<file path="config.mk">
export PLATFORM = sky130hd
export DESIGN_NAME = pause_dim_ctrl
export DESIGN_NICKNAME = d
export VERILOG_FILES = /design/src/rtl/pause_pkg.sv /design/src/rtl/rgb_dimmer.sv /design/src/rtl/pause_dim_ctrl.sv
export SDC_FILE = /design/constraint.sdc
export NUM_CORES = 1
export LEC_CHECK = 0
export BUFFER_PORTS_ARGS = -buffer_cell sky130_fd_sc_hd__buf_2
export CAP_MARGIN = 5
export CORE_MARGIN = 5
export CORE_UTILIZATION = 55
export DETAILED_ROUTE_END_ITERATION = 8
export PLACE_DENSITY = 0.73
export REMOVE_ABC_BUFFERS = 1
export SETUP_SLACK_MARGIN = 0.4
export SYNTH_ARGS = -nofsm -noshare
export SYNTH_HDL_FRONTEND = slang
export SYNTH_SLANG_ARGS = --single-unit
</file>
<file path="constraint.sdc">
create_clock -name clk_sys -period 2.5 [get_ports clk_sys]
set_clock_uncertainty 0.2 [all_clocks]
set_input_delay 0.375 -clock clk_sys [delete_from_list [all_inputs] [get_ports clk_sys]]
set_output_delay 0.375 -clock clk_sys [all_outputs]
set_load 0.01 [all_outputs]
</file>
<file path="src/rtl/pause_pkg.sv">
// Shared definitions for the pause / dim controller: FSM state encoding
// and the production timing defaults (48 MHz system clock).
package pause_pkg;

    typedef enum logic [1:0] {
        ST_RUN  = 2'd0,
        ST_HOLD = 2'd1,
        ST_FADE = 2'd2,
        ST_DIM  = 2'd3
    } pause_state_t;

    // 10 s of user pause before the picture starts to fade
    localparam int DEF_DIM_CYCLES       = 480000000;
    // 100 ms between successive dim levels
    localparam int DEF_FADE_STEP_CYCLES = 4800000;

endpackage

</file>
<file path="src/rtl/rgb_dimmer.sv">
// Registered per-channel dimmer: each colour field of the packed {b,g,r}
// pixel is shifted right independently, so no bits leak between channels.
module rgb_dimmer #(
    parameter int RW = 3,
    parameter int GW = 3,
    parameter int BW = 2,
    parameter int LW = 1
) (
    input  logic                  clk_sys,
    input  logic                  reset_n,
    input  logic [RW+GW+BW-1:0]   i_rgb,
    input  logic [LW-1:0]         i_shift,
    output logic [RW+GW+BW-1:0]   o_rgb
);

    logic [RW-1:0] w_r;
    logic [GW-1:0] w_g;
    logic [BW-1:0] w_b;

    assign w_r = i_rgb[0 +: RW] >> i_shift;
    assign w_g = i_rgb[RW +: GW] >> i_shift;
    assign w_b = i_rgb[RW+GW +: BW] >> i_shift;

    // register the dimmed pixel, one cycle behind the input
    always_ff @(posedge clk_sys or negedge reset_n) begin
        if (!reset_n) begin
            o_rgb <= '0;
        end else begin
            o_rgb <= {w_b, w_g, w_r};
        end
    end

endmodule

</file>
<file path="src/rtl/pause_dim_ctrl.sv">
// Pause and screen-dim controller.
//
//   state | meaning
//   ------+---------------------------------------------------------
//   RUN   | not user-paused, picture at full brightness
//   HOLD  | user-paused, counting up to the dim delay
//   FADE  | stepping dim_level up once every FADE_STEP_CYCLES
//   DIM   | fully dimmed, held until the user un-pauses
//
// External requests only drive the pause output; they never dim.
module pause_dim_ctrl
    import pause_pkg::*;
#(
    parameter int NREQ             = 3,
    parameter int RW               = 3,
    parameter int GW               = 3,
    parameter int BW               = 2,
    parameter int DIM_CYCLES       = DEF_DIM_CYCLES,
    parameter int DIM_LEVELS       = 1,
    parameter int FADE_STEP_CYCLES = DEF_FADE_STEP_CYCLES
) (
    input  logic                               clk_sys,
    input  logic                               reset_n,
    input  logic                               btn_pause,
    input  logic [NREQ-1:0]                    req,
    input  logic [NREQ-1:0]                    req_en,
    input  logic [RW+GW+BW-1:0]                rgb_in,
    output logic [RW+GW+BW-1:0]                rgb_out,
    output logic                               pause,
    output logic                               user_paused,
    output logic [$clog2(DIM_LEVELS+1)-1:0]    dim_level
);

    localparam int LW = $clog2(DIM_LEVELS + 1);
    localparam int TW = (DIM_CYCLES > 1) ? $clog2(DIM_CYCLES) : 1;
    localparam int SW = (FADE_STEP_CYCLES > 1) ? $clog2(FADE_STEP_CYCLES) : 1;

    localparam logic [TW-1:0] TIMER_LAST = TW'(DIM_CYCLES - 1);
    localparam logic [SW-1:0] STEP_LAST  = SW'(FADE_STEP_CYCLES - 1);
    localparam logic [LW-1:0] LVL_MAX    = LW'(DIM_LEVELS);
    localparam logic [LW-1:0] LVL_ONE    = LW'(1);

    logic              r_btn_s1;
    logic              r_btn_s2;
    logic              r_btn_prev;
    logic [2:0]        r_arm;
    logic              r_user_paused;
    logic              r_pause;
    pause_state_t      r_state;
    logic [TW-1:0]     r_timer;
    logic [SW-1:0]     r_step;
    logic [LW-1:0]     r_dim_level;

    logic              w_toggle;
    logic              w_up_next;
    logic              w_req_any;

    // Edge detection is held off until the synchroniser has refilled after
    // reset, so a button held down through reset does not read as a press.
    assign w_toggle  = r_arm[2] & r_btn_s2 & ~r_btn_prev;
    assign w_up_next = r_user_paused ^ w_toggle;
    assign w_req_any = |(req & req_en);

    // two-flop button synchroniser plus edge-detect history
    always_ff @(posedge clk_sys or negedge reset_n) begin
        if (!reset_n) begin
            r_btn_s1   <= 1'b0;
            r_btn_s2   <= 1'b0;
            r_btn_prev <= 1'b0;
            r_arm      <= 3'b000;
        end else begin
            r_btn_s1   <= btn_pause;
            r_btn_s2   <= r_btn_s1;
            r_btn_prev <= r_btn_s2;
            r_arm      <= {r_arm[1:0], 1'b1};
        end
    end

    // user pause toggle and combined pause output
    always_ff @(posedge clk_sys or negedge reset_n) begin
        if (!reset_n) begin
            r_user_paused <= 1'b0;
            r_pause       <= 1'b0;
        end else begin
            r_user_paused <= w_up_next;
            r_pause       <= w_up_next | w_req_any;
        end
    end

    // dim sequencing FSM; an un-pause overrides every boundary transition
    always_ff @(posedge clk_sys or negedge reset_n) begin
        if (!reset_n) begin
            r_state     <= ST_RUN;
            r_timer     <= '0;
            r_step      <= '0;
            r_dim_level <= '0;
        end else if (!w_up_next) begin
            r_state     <= ST_RUN;
            r_timer     <= '0;
            r_step      <= '0;
            r_dim_level <= '0;
        end else begin
            case (r_state)
                ST_RUN: begin
                    r_state     <= ST_HOLD;
                    r_timer     <= '0;
                    r_step      <= '0;
                    r_dim_level <= '0;
                end
                ST_HOLD: begin
                    if (r_timer == TIMER_LAST) begin
                        r_dim_level <= LVL_ONE;
                        r_step      <= '0;
                        r_state     <= (LVL_MAX == LVL_ONE) ? ST_DIM : ST_FADE;
                    end else begin
                        r_timer <= r_timer + TW'(1);
                    end
                end
                ST_FADE: begin
                    if (r_step == STEP_LAST) begin
                        r_step      <= '0;
                        r_dim_level <= r_dim_level + LVL_ONE;
                        if ((r_dim_level + LVL_ONE) == LVL_MAX) begin
                            r_state <= ST_DIM;
                        end
                    end else begin
                        r_step <= r_step + SW'(1);
                    end
                end
                ST_DIM: begin
                    r_dim_level <= LVL_MAX;
                end
                default: begin
                    r_state <= ST_RUN;
                end
            endcase
        end
    end

    rgb_dimmer #(
        .RW (RW),
        .GW (GW),
        .BW (BW),
        .LW (LW)
    ) u_rgb_dimmer (
        .clk_sys (clk_sys),
        .reset_n (reset_n),
        .i_rgb   (rgb_in),
        .i_shift (r_dim_level),
        .o_rgb   (rgb_out)
    );

    assign pause       = r_pause;
    assign user_paused = r_user_paused;
    assign dim_level   = r_dim_level;

endmodule

</file>
======== Word level (Yosys, flattened, before mapping) ========
Cells that the tools add are included.
operators by class
  add/sub/neg operators ................... 3
  $mul .................................... 0
  div/mod/pow operators ................... 0
  order comparisons ....................... 0
  eq/ne operators ......................... 11
  shift operators ......................... 3
  muxes and demuxes ....................... 16
  bitwise operators ....................... 6
  reductions and logical operators ........ 6
operators by type and width
  cell                                                                   number
  23-bit two-way mux                                                     3
  23-bit one-hot mux with 3 select lines                                 1
  29-bit two-way mux                                                     2
  29-bit one-hot mux with 2 select lines                                 1
  29-bit by 1-bit adder with 29-bit output, second input constant        1
  29-bit equality test, second input constant                            1
  23-bit by 1-bit adder with 23-bit output, second input constant        1
  23-bit equality test, second input constant                            1
  3-bit != test, second input constant                                   4
  2-bit two-way mux                                                      4
  2-bit one-hot mux with 3 select lines                                  1
  2-bit AND reduction                                                    3
  3-bit by 1-bit right shift with 3-bit output                           2
  2-bit equality test, second input constant                             2
  4-bit by 1-bit != test with 1-bit output, second input constant        1
  1-bit one-hot mux with 4 select lines                                  1
  4-bit AND reduction                                                    1
  3-bit bitwise AND                                                      1
  1-bit two-way mux                                                      3
  3-bit by 1-bit != test with 1-bit output, second input constant        1
  3-bit OR reduction                                                     1
  1-bit bitwise AND                                                      2
  2-bit by 1-bit equality test with 1-bit output, second input constant  1
  2-bit logical NOT                                                      1
  other kinds (5)                                                        5
storage, ports and cells
  bits in registers ....................... 71
  latch bits .............................. 0
  memory bits (writable) .................. 0
  bits in read-only memories .............. 0
  input bits .............................. 17
  output and inout port bits .............. 11
  logic and storage cells ................. 56
  memories ................................ 0

======== Logic depth before layout (Yosys ltp) ========
Gate-level depths: netlist (run 1).
  depth after elaboration ................. 5
  depth in mapped cells ................... 9
  gate-level depth less buffers ........... 7

======== Cells and area by module ========
Synthesis (run 1) repeated with hierarchy kept, for this count alone.
unflattened totals
  cells, all modules ...................... 388
  area total of the unflattened synthesis .. 3664.8 um^2
by module, submodules not included
  module          times used  cells each  area each (um^2)  seq. area each (um^2)
  pause_dim_ctrl  1           371         3352.0            1576.5
  rgb_dimmer      1           17          312.8             200.2

======== Worst setup path after synthesis (run 1) ========
No wires, ideal clock.
  path type ............................... reg2reg
  start point ............................. reg r_timer[0]
  end point ............................... reg r_state[0]
  library setup time ...................... 0.119 ns
  data arrival time ....................... 1.962 ns
  setup slack ............................. 0.219 ns
  stages on the path, launching flop included .. 9
  period minus slack after synthesis ...... 2.281 ns
  cell sequence ........................... dfrtp_1 ha_1 nand2_1 nor4_2 a211oi_1 buf_2 buf_2 nor3_1 o21a_1
between the ends
  cells in the longest elaborated chain, start to end .. 3
ends and longest elaborated chain
  item                           RTL line               text
  start, declared                pause_dim_ctrl.sv:50   logic [TW-1:0] r_timer;
  start signal, assigned         pause_dim_ctrl.sv:116  r_timer <= r_timer + TW'(1);
  29-bit equality test           pause_dim_ctrl.sv:111  if (r_timer == TIMER_LAST) begin
  3-bit != test (no line)        --
  4-bit AND reduction (no line)  --
  end signal, assigned           pause_dim_ctrl.sv:114  r_state <= (LVL_MAX == LVL_ONE) ? ST_DIM : ST_FADE;
  end, declared                  pause_dim_ctrl.sv:49   pause_state_t r_state;
Every way passes these cells.
A chain may end at the register's enable or synchronous reset.

======== Worst setup path in the final report (run 1) ========
  start point ............................. reg r_state[1]
  end point ............................... reg r_step[15]
between the ends
  cells in the longest elaborated chain, start to end .. 3
  elaborated cells between the ends (all ways) .. 8
  those cells by class .................... eq/ne: 4; mux: 2; reduce/logical: 2
ends and longest elaborated chain
  item                                                              RTL line               text
  2-bit equality test (tied with other cells)                       pause_dim_ctrl.sv:103  case (r_state)
  23-bit one-hot mux with 3 select lines (tied with other cells)    pause_dim_ctrl.sv:103
  23-bit two-way mux / 2-bit AND reduction (equally long branches)  --
  end signal, assigned                                              pause_dim_ctrl.sv:127  r_step <= r_step + SW'(1);
  end, declared                                                     pause_dim_ctrl.sv:51   logic [SW-1:0] r_step;
Parallel ways exist; a longest one is shown, timed or not.

==> results.md, run 1 <==
Run status:
- The run finished with clean final reports.

Drt:
- The remaining routing DRC violations is 0.
- The per-cell via count in the routed design is 7.36.
- In this run, the number of DRC markers left after iteration 0 of detailed routing was 690.
- The total detailed-routing wirelength is 18300 um.
- The number of antenna-violating nets in the routed design is 0.
- The total number of vias is 4799.
- The detail-routed net length per standard cell is 28.0 um.
- The first detailed-routing pass took 5 iterations.

GRT:
- The number of global-route vias before repair is 4306.
- Entering global routing, the biggest net connects 72 pins.
- The first global-routing pass estimated 22500 um of wire.
- For this run, the total global-route usage over all layers was measured as 0.330.
- The initial antenna violation count is 0.
- Global routing finished with a remaining overflow of 0.

STA:
- For the pin with the worst max-slew slack, the measured transition is 0.568 ns.
- Derived from the worst setup path, the maximum achievable clock frequency is 402 MHz.
- Across all setup checks in the final design, the least slack found is 0.0103 ns.
- Setup total negative slack on the finished layout was measured at 0 ns.
- The final clock period utilization by the worst path is 0.996.
- The minimum clock period after layout is 2.49 ns.
- Setup repair after global routing could not meet its margin everywhere.
- Setup violations remaining at the end of the flow were counted as 0.
- The number of failing hold endpoints at the final stage was 0.
- The headroom to the max-slew limit is 0.620.
- The number of slew-limit violations in the final report is 0.

Power:
- The share of power burned in combinational logic is 0.502.
- The total power per unit cell area is 787 nW/um2.
- The share of total power dissipated in sequential elements is 0.271.
- IR analysis of the VDD net gives a maximum drop of 0.000641 V.
- The internal power is 2.87 mW.
- For this design the total switching power over the nets is 1.97 mW.
- Summed over all cells, the static leakage comes to 2.53 nW.
- The clock share of power is 0.228.
- The design draws 4.84 mW.
- Of the total power, the share spent switching nets is 0.406.

CTS:
- The clock latency reported for the late side of the worst-skew pair is 0.37 ns.
- The clock net sink count is 71.
- The cell sitting at the root of the clock tree is a clkbuf_8.
- In this run the number of H-tree levels came out at 3.
- TritonCTS built the clock tree.
- The number of CTS-inserted buffers is 9.
- Clock-pin slew was measured on the worst setup and hold paths at 0.08 ns.
- No sink is reached through more buffers than the 2 on the longest clock path.

Critical path:
- For the worst setup path, the data arrival time is 2.58 ns.
- The element type at the critical path start is a flip-flop.
- The type of the worst setup path is flip-flop to flip-flop.
- Of all nets on the critical path, the largest fanout is 9.
- At the worst endpoint, the required time is 2.59 ns.
- The endpoint kind of the worst setup timing path is a flip-flop.

Synth:
- The number of synthesized flops with an enable pin is 0.
- The synthesized flop and latch total is 71.
- Counting flops with an async set or reset pin after synthesis yields a share of 1.00.
- The cell area that synthesis handed to floorplanning was 3940 um2.
- Synthesis produced 411 cells.
- Dividing the synthesized area by the synthesized cell count gives 9.59 um2.
- Of the post-synthesis cell area, the dominant cell type holds 0.451.
- After synthesis, the netlist uses 58 different library cells.
- The cell type with the largest total area after synthesis is dfrtp_1.
- In the post-synthesis netlist, the biggest area contributors are dfrtp_1, a21oi_1, o31ai_1.
- The count of warnings emitted by yosys is 0.
- Of the synthesized area, sequential elements account for 0.451.
- The dominant synthesized flop cell is dfrtp_1.

Placed design:
- The routability congestion estimate is 0.834.
- Input and output buffers added on the ports amount to 27.
- The post-place setup slack is -0.0452 ns.
- Detailed placement ended at an HPWL of 6640 um.
- The placed instances occupy a cell area of 4440 um2.

Floorplanning:
- The die width is 94.6 um.
- The floorplan step defined a die boundary enclosing 8960 um2.
- During I/O placement, the number of pins put on the boundary was 28.
- The starting density of the core is 0.574.
- The floorplan step set the die height to 94.6 um.
- The initialized floorplan defines 30 standard-cell rows.
- The core region is 6870 um2.

Hold path:
- The min-delay analysis places its worst path in the category primary input to flip-flop.

Layout:
- The growth of design area from synthesis to finish is 56.2%.
- The repair_antennas step left the layout with diodes totalling 0.
- The final design utilization is 0.896.
- The layout has 218 filler cells.
- The net count of the finished layout is 574.
- Of the cells placed in the final design, the portion with a size suffix greater than 1 is 0.509.
- The finished cells cover 6150 um2.

Flow run:
- The max-cap check violation count is 0.
-- timing repair --
item | 4_1_cts | 5_1_grt
gates cloned | 4 | 0
setup endpoints to repair | 54 | 55
hold buffers | 2 | 0
endpoints found under the hold margin | 72 | 0
buffers inserted | 59 | 20
pin swaps | 31 | 64
gates resized for setup | 103 | 80
-- cell usage after synthesis (all sizes together) (2+ instances only) --
library cell and n:
a32o 3, nor4 6, or4b 2, ha 6, or4 20, mux2i 9, nand3b 5, o211ai 2
clkbuf 10, a21oi 35, inv 19, and2 2, nor3 9, dfrtp 71, xor2 2, o41ai 2
and3 7, nand4 14, a31oi 4, o22ai 5, o21ai 15, nor4b 2, a211o 3, buf 10
and4 7, mux2 6, o31ai 20, a211oi 15, nand2 35, nand2b 4, nand3 23, nor4bb 2
or3 4, nor2b 3, nor2 16, nand4bb 2
-- sequential cells by signal (all words and copies together), names as in the netlist --
register	cells
dim_level	1
r_timer	29
u_rgb_dimmer.o_rgb	8
r_arm	3
pause	1
r_btn_s1	1
r_btn_s2	1
r_step	23
r_state	2
r_btn_prev	1
user_paused	1
-- per-stage QoR --
step	cells	hold WS, ns
after floorplan	391	-0.121
after global placement	551	0.133
after detailed placement	551	0.137
after CTS	632	0.0582
after global routing	652	0.0429
final	652	0.0575
-- cell families after synthesis --
group           count (synthesis)  synth area share
compound gates                112             0.187
xor+xnor                        2           0.00635
fa+ha+maj                       6            0.0191
buf+inv                        40            0.0422
flops                          71             0.451
mux                            15            0.0400
other cells                     1          0.000952
simple gates                  164             0.253
-- cell usage in the layout (no fill, tap or decap), drive strengths merged, types with 16 or more instances in the layout --
| cell | instances |
|---|---|
| a211oi | 17 |
| nor2 | 16 |
| nand3 | 23 |
| dfrtp | 71 |
| or4 | 20 |
| a21oi | 35 |
| o31ai | 20 |
| nand2 | 35 |
| buf | 144 |
| inv | 19 |
-- power groups by stage --
stage,Combinational [mW],Sequential [mW],Clock (mW)
finish,2.43,1.31,1.10
global route,2.53,1.32,1.15
CTS,1.91,1.28,1.06
detailed placement,1.22,1.31,0
global placement,1.19,1.30,0
floorplan,0.677,1.32,0
-- worst max-delay path: stages (launching register included) --
cell and delay [ns]:
dfrtp_1 0.45, inv_2 0.13, ha_1 0.30, nor2_4 0.10, nand2_1 0.13, o211ai_1 0.14, buf_4 0.21, or4_1 0.55
a21oi_1 0.18
-- worst paths after layout --
kind / slack, ns / start / cells after the start / to
min reg2reg: 0.16 / r_arm[0] / 0 / r_arm[1]
max: 0.01 / r_state[1] / 8 / r_step[15]
min in group asynchronous: 0.38 / reset_n / 3 / r_step[21]
max reg2reg: 0.01 / r_state[1] / 8 / r_step[15]
max in group asynchronous: 1.37 / reset_n / 3 / r_timer[8]
min: 0.06 / rgb_in[6] / 2 / u_rgb_dimmer.o_rgb[6]
-- metal layers --
layer	up-vias	part of all wire	global-route usage
li1	1852	-	-
met1	2258	0.34	0.419
met2	526	0.45	0.522
met3	163	0.13	0.0861
met4	0	0.079	0.162
met5	-	0	0
-- area by class of cell --
cell class | count | area, um2 | area share
clock inverters | 3 | 65.1 | 0.0106
clock buffers | 13 | 159 | 0.0258
flip-flops and latches | 71 | 1790 | 0.291
multi-input cells | 302 | 2690 | 0.437
repair buffers | 147 | 1250 | 0.203
inverters | 20 | 81.3 | 0.0132
well taps | 96 | 120 | 0.0195
No activity file was read; power rests on OpenSTA's default activity.
==> inputs of run 2 (changes only) <==
--- a/config.mk
+++ b/config.mk
@@ -5,8 +5,9 @@
 export SDC_FILE = /design/constraint.sdc
 export NUM_CORES = 1
 export LEC_CHECK = 0
-export BUFFER_PORTS_ARGS = -buffer_cell sky130_fd_sc_hd__buf_2
+export BUFFER_PORTS_ARGS = -buffer_cell sky130_fd_sc_hd__buf_4
 export CAP_MARGIN = 5
+export CORE_ASPECT_RATIO = 1.2
 export CORE_MARGIN = 5
 export CORE_UTILIZATION = 55
 export DETAILED_ROUTE_END_ITERATION = 8
==> run 2 against run 1 <==
Effect of this change:
- critical path depth stayed put
- wire length is 20% lower
- critical endpoint is now dim_level
- sequential power hardly changed
- hold slack worse by 0.011 ns
- final cell count is 1.2% lower
- critical path type unchanged
- global-route usage is 5.1 points lower
==> results.md, run 2 (synthesis gave the netlist of run 1 again) <==
CTS:
- TritonCTS built the clock tree.
- The CTS root buffer is clkbuf_8.
- The clock net sink count was 71 (unchanged).
- The clock transition at the registers of the reported paths is 0.09 ns (about the same).
- The number of CTS-inserted buffers is 9 (unchanged).
- The clock latency reported for the late side of the worst-skew pair came to 0.36 ns (about the same).
- The level count of the clock H-tree is 3 (unchanged).
- The deepest clock path buffer count is 2 (unchanged).

Placed design:
- The routability congestion estimate is 0.956 (+15%).
- The estimated wirelength of the detail-placed design is 6790 um (+2.2%).
- The number of cells after detailed placement is 548 (-0.54%).
- The count of buffers from port buffering is 27 (unchanged).

Layout:
- The top register by number of flip-flops is r_timer.
- The share of cells above drive strength 1 was 0.488 (-0.0207).
- The most common cell after layout, fill and taps aside is buf_4.
- The final antenna diode count is 0 (unchanged).
- The final design utilization was 0.876 (-0.0199).
- The final layout net count is 575 (+0.17%).
- The growth of design area from synthesis to finish is 53.3%.
- The largest registers in the layout are r_timer x29, r_step x23, u_rgb_dimmer.o_rgb x8.
- The number of cells in the finished layout apart from fillers is 644 (-1.2%).
- In the layout the commonest cells are buf_4, dfrtp_1, nand2_1.
- The fill cell total of the finished layout is 299 (+37%).
- The flip-flop count of the largest register after layout is 29 (unchanged).

Floorplanning:
- The number of ports placed on the die boundary is 28 (unchanged).
- The row count is 33 (+10%).
- The die outline area is 8960 um2 (about the same).
- The height of the die is 103 um (+8.5%).
- The die width was 87.3 um (-7.8%).
- The area of the core region came to 6900 um2 (+0.38%).
- The starting density of the core came to 0.571 (-0.00219).

Drt:
- The per-cell via count in the routed design is 6.88 (-6.5%).
- The total number of vias is 4430 (-7.7%).
- The total detailed-routing wirelength is 14700 um (-20%).
- The remaining routing DRC violations was 0 (unchanged).
- The first-pass iteration count of the detailed router was 8 (+3).
- The detail-routed net length per standard cell is 22.8 um (-19%).
- The number of antenna-violating nets in the routed design is 0 (unchanged).
- The detailed router's first-iteration violation count was 353 (-49%).

GRT:
- The initial antenna violation count is 0 (unchanged).
- The met3 capacity usage during global routing is 0.0528 (-0.0333).
- The overall routing resource usage is 0.279 (-0.0506).
- The wire length of the first global-routing pass is 19800 um (-12%).
- The most used routing layer in global routing is met2.
- The leftover overflow at the end of global routing is 0 (unchanged).
- The pin count of the biggest net entering global routing came to 72 (unchanged).
- The met1 usage in global routing is 0.321 (-0.0975).
- The met2 track demand over resource is 0.494 (-0.0278).
- The number of global-route vias before repair is 4207 (-2.3%).

Critical path:
- The endpoint kind of the worst setup timing path is a flip-flop.
- The data required time at the worst endpoint was 2.58 ns (about the same).
- The signal arrival time at the worst endpoint is 2.53 ns (-0.05 ns).
- The setup path with the least slack is of type flip-flop to flip-flop.
- The worst setup path is launched from a flip-flop.
- The critical-path maximum fanout is 5 (-4).

STA:
- The final clock period utilization by the worst path is 0.979 (-0.0172).
- The number of slew-limit violations in the final report was 0 (unchanged).
- Setup repair after global routing could not meet its margin everywhere.
- The peak clock frequency supported by timing is 409 MHz (+1.8%).
- The pin slew with the least headroom to its limit is 0.536 ns (-0.0321 ns).
- The setup-violating endpoint count in the final report is 0 (unchanged).
- The minimum clock period after layout is 2.45 ns (-0.0430 ns).
- The number of failing hold endpoints at the final stage is 0 (unchanged).
- The worst hold slack across all endpoints was 0.0462 ns (-0.0113 ns).
- The headroom to the max-slew limit came to 0.642 (+0.0214).

Hold path:
- The path category of the worst min-delay check is primary input to flip-flop.

Flow run:
- The max-cap check violation count was 0 (unchanged).

Power:
- The total power per unit cell area is 737 nW/um2 (-6.4%).
- The worst vdd rail ir drop was 0.000527 V (-18%).
- The leakage power total came to 2.44 nW (-3.3%).
- The total power draw was 4.45 mW (-8.1%).

Run status:
- The run finished with clean final reports.
-- run 2: final timing paths --
| check | startpoint | end | slack [ns] | depth (start not counted) |
|---|---|---|---|---|
| max | r_timer[1] | dim_level | 0.05 | 8 |
| min | req_en[2] | pause | 0.05 | 3 |
| max reg2reg | r_timer[1] | dim_level | 0.05 | 8 |
| min reg2reg | r_arm[1] | r_arm[2] | 0.15 | 0 |
| max in group asynchronous | reset_n | r_timer[17] | 1.38 | 3 |
| min in group asynchronous | reset_n | u_rgb_dimmer.o_rgb[7] | 0.36 | 3 |
-- run 2: timing repair --
| action | CTS | global route |
|---|---|---|
| endpoints found under the setup margin | 53 | 55 |
| pin swaps | 39 | 24 |
| hold endpoints to repair | 72 | 0 |
| resized for setup | 72 | 86 |
| buffers inserted | 47 | 28 |
| cloned | 2 | 1 |
| hold buffers | 2 | 0 |
-- run 2: layer usage --
metal,vias up,part of all wire
li1,1857,-
met5,-,0
met1,2191,0.35
met2,294,0.53
met3,88,0.065
met4,0,0.054
-- run 2: area by class of cell --
class / instances / area, um2 / area share
Sequential cell: 71 / 1780 / 0.295
Clock inverter: 5 / 57.6 / 0.00953
Timing Repair Buffer: 149 / 1280 / 0.213
Tap cell: 87 / 109 / 0.0180
Multi-Input combinational cell: 301 / 2570 / 0.426
Clock buffer: 11 / 141 / 0.0234
Inverter: 20 / 88.8 / 0.0147
-- run 2: where the power goes --
group | internal (mW) | switching (mW)
combinational | 0.950 | 1.22
clock | 0.487 | 0.483
sequential | 1.23 | 0.0817
total | 2.66 | 1.79
-- run 2: per-stage QoR --
stage / area [um2] / setup slack [ns] / setup TNS (ns)
finish: 6040 / 0.0533 / 0
global route: 6040 / -0.0198 / -0.0212
CTS: 5450 / 0.169 / 0
detailed placement: 4530 / -0.0821 / -1.09
global placement: 4530 / 0.000425 / 0
floorplan: 3850 / -1.02 / -21.96
-- run 2: critical path, stage by stage (launching register included) --
cell	delay, ns
dfrtp_1	0.43
ha_4	0.18
nand2_4	0.07
buf_12	0.13
nor4_4	0.33
buf_6	0.18
a21oi_1	0.13
or4_1	0.54
a21oi_1	0.16
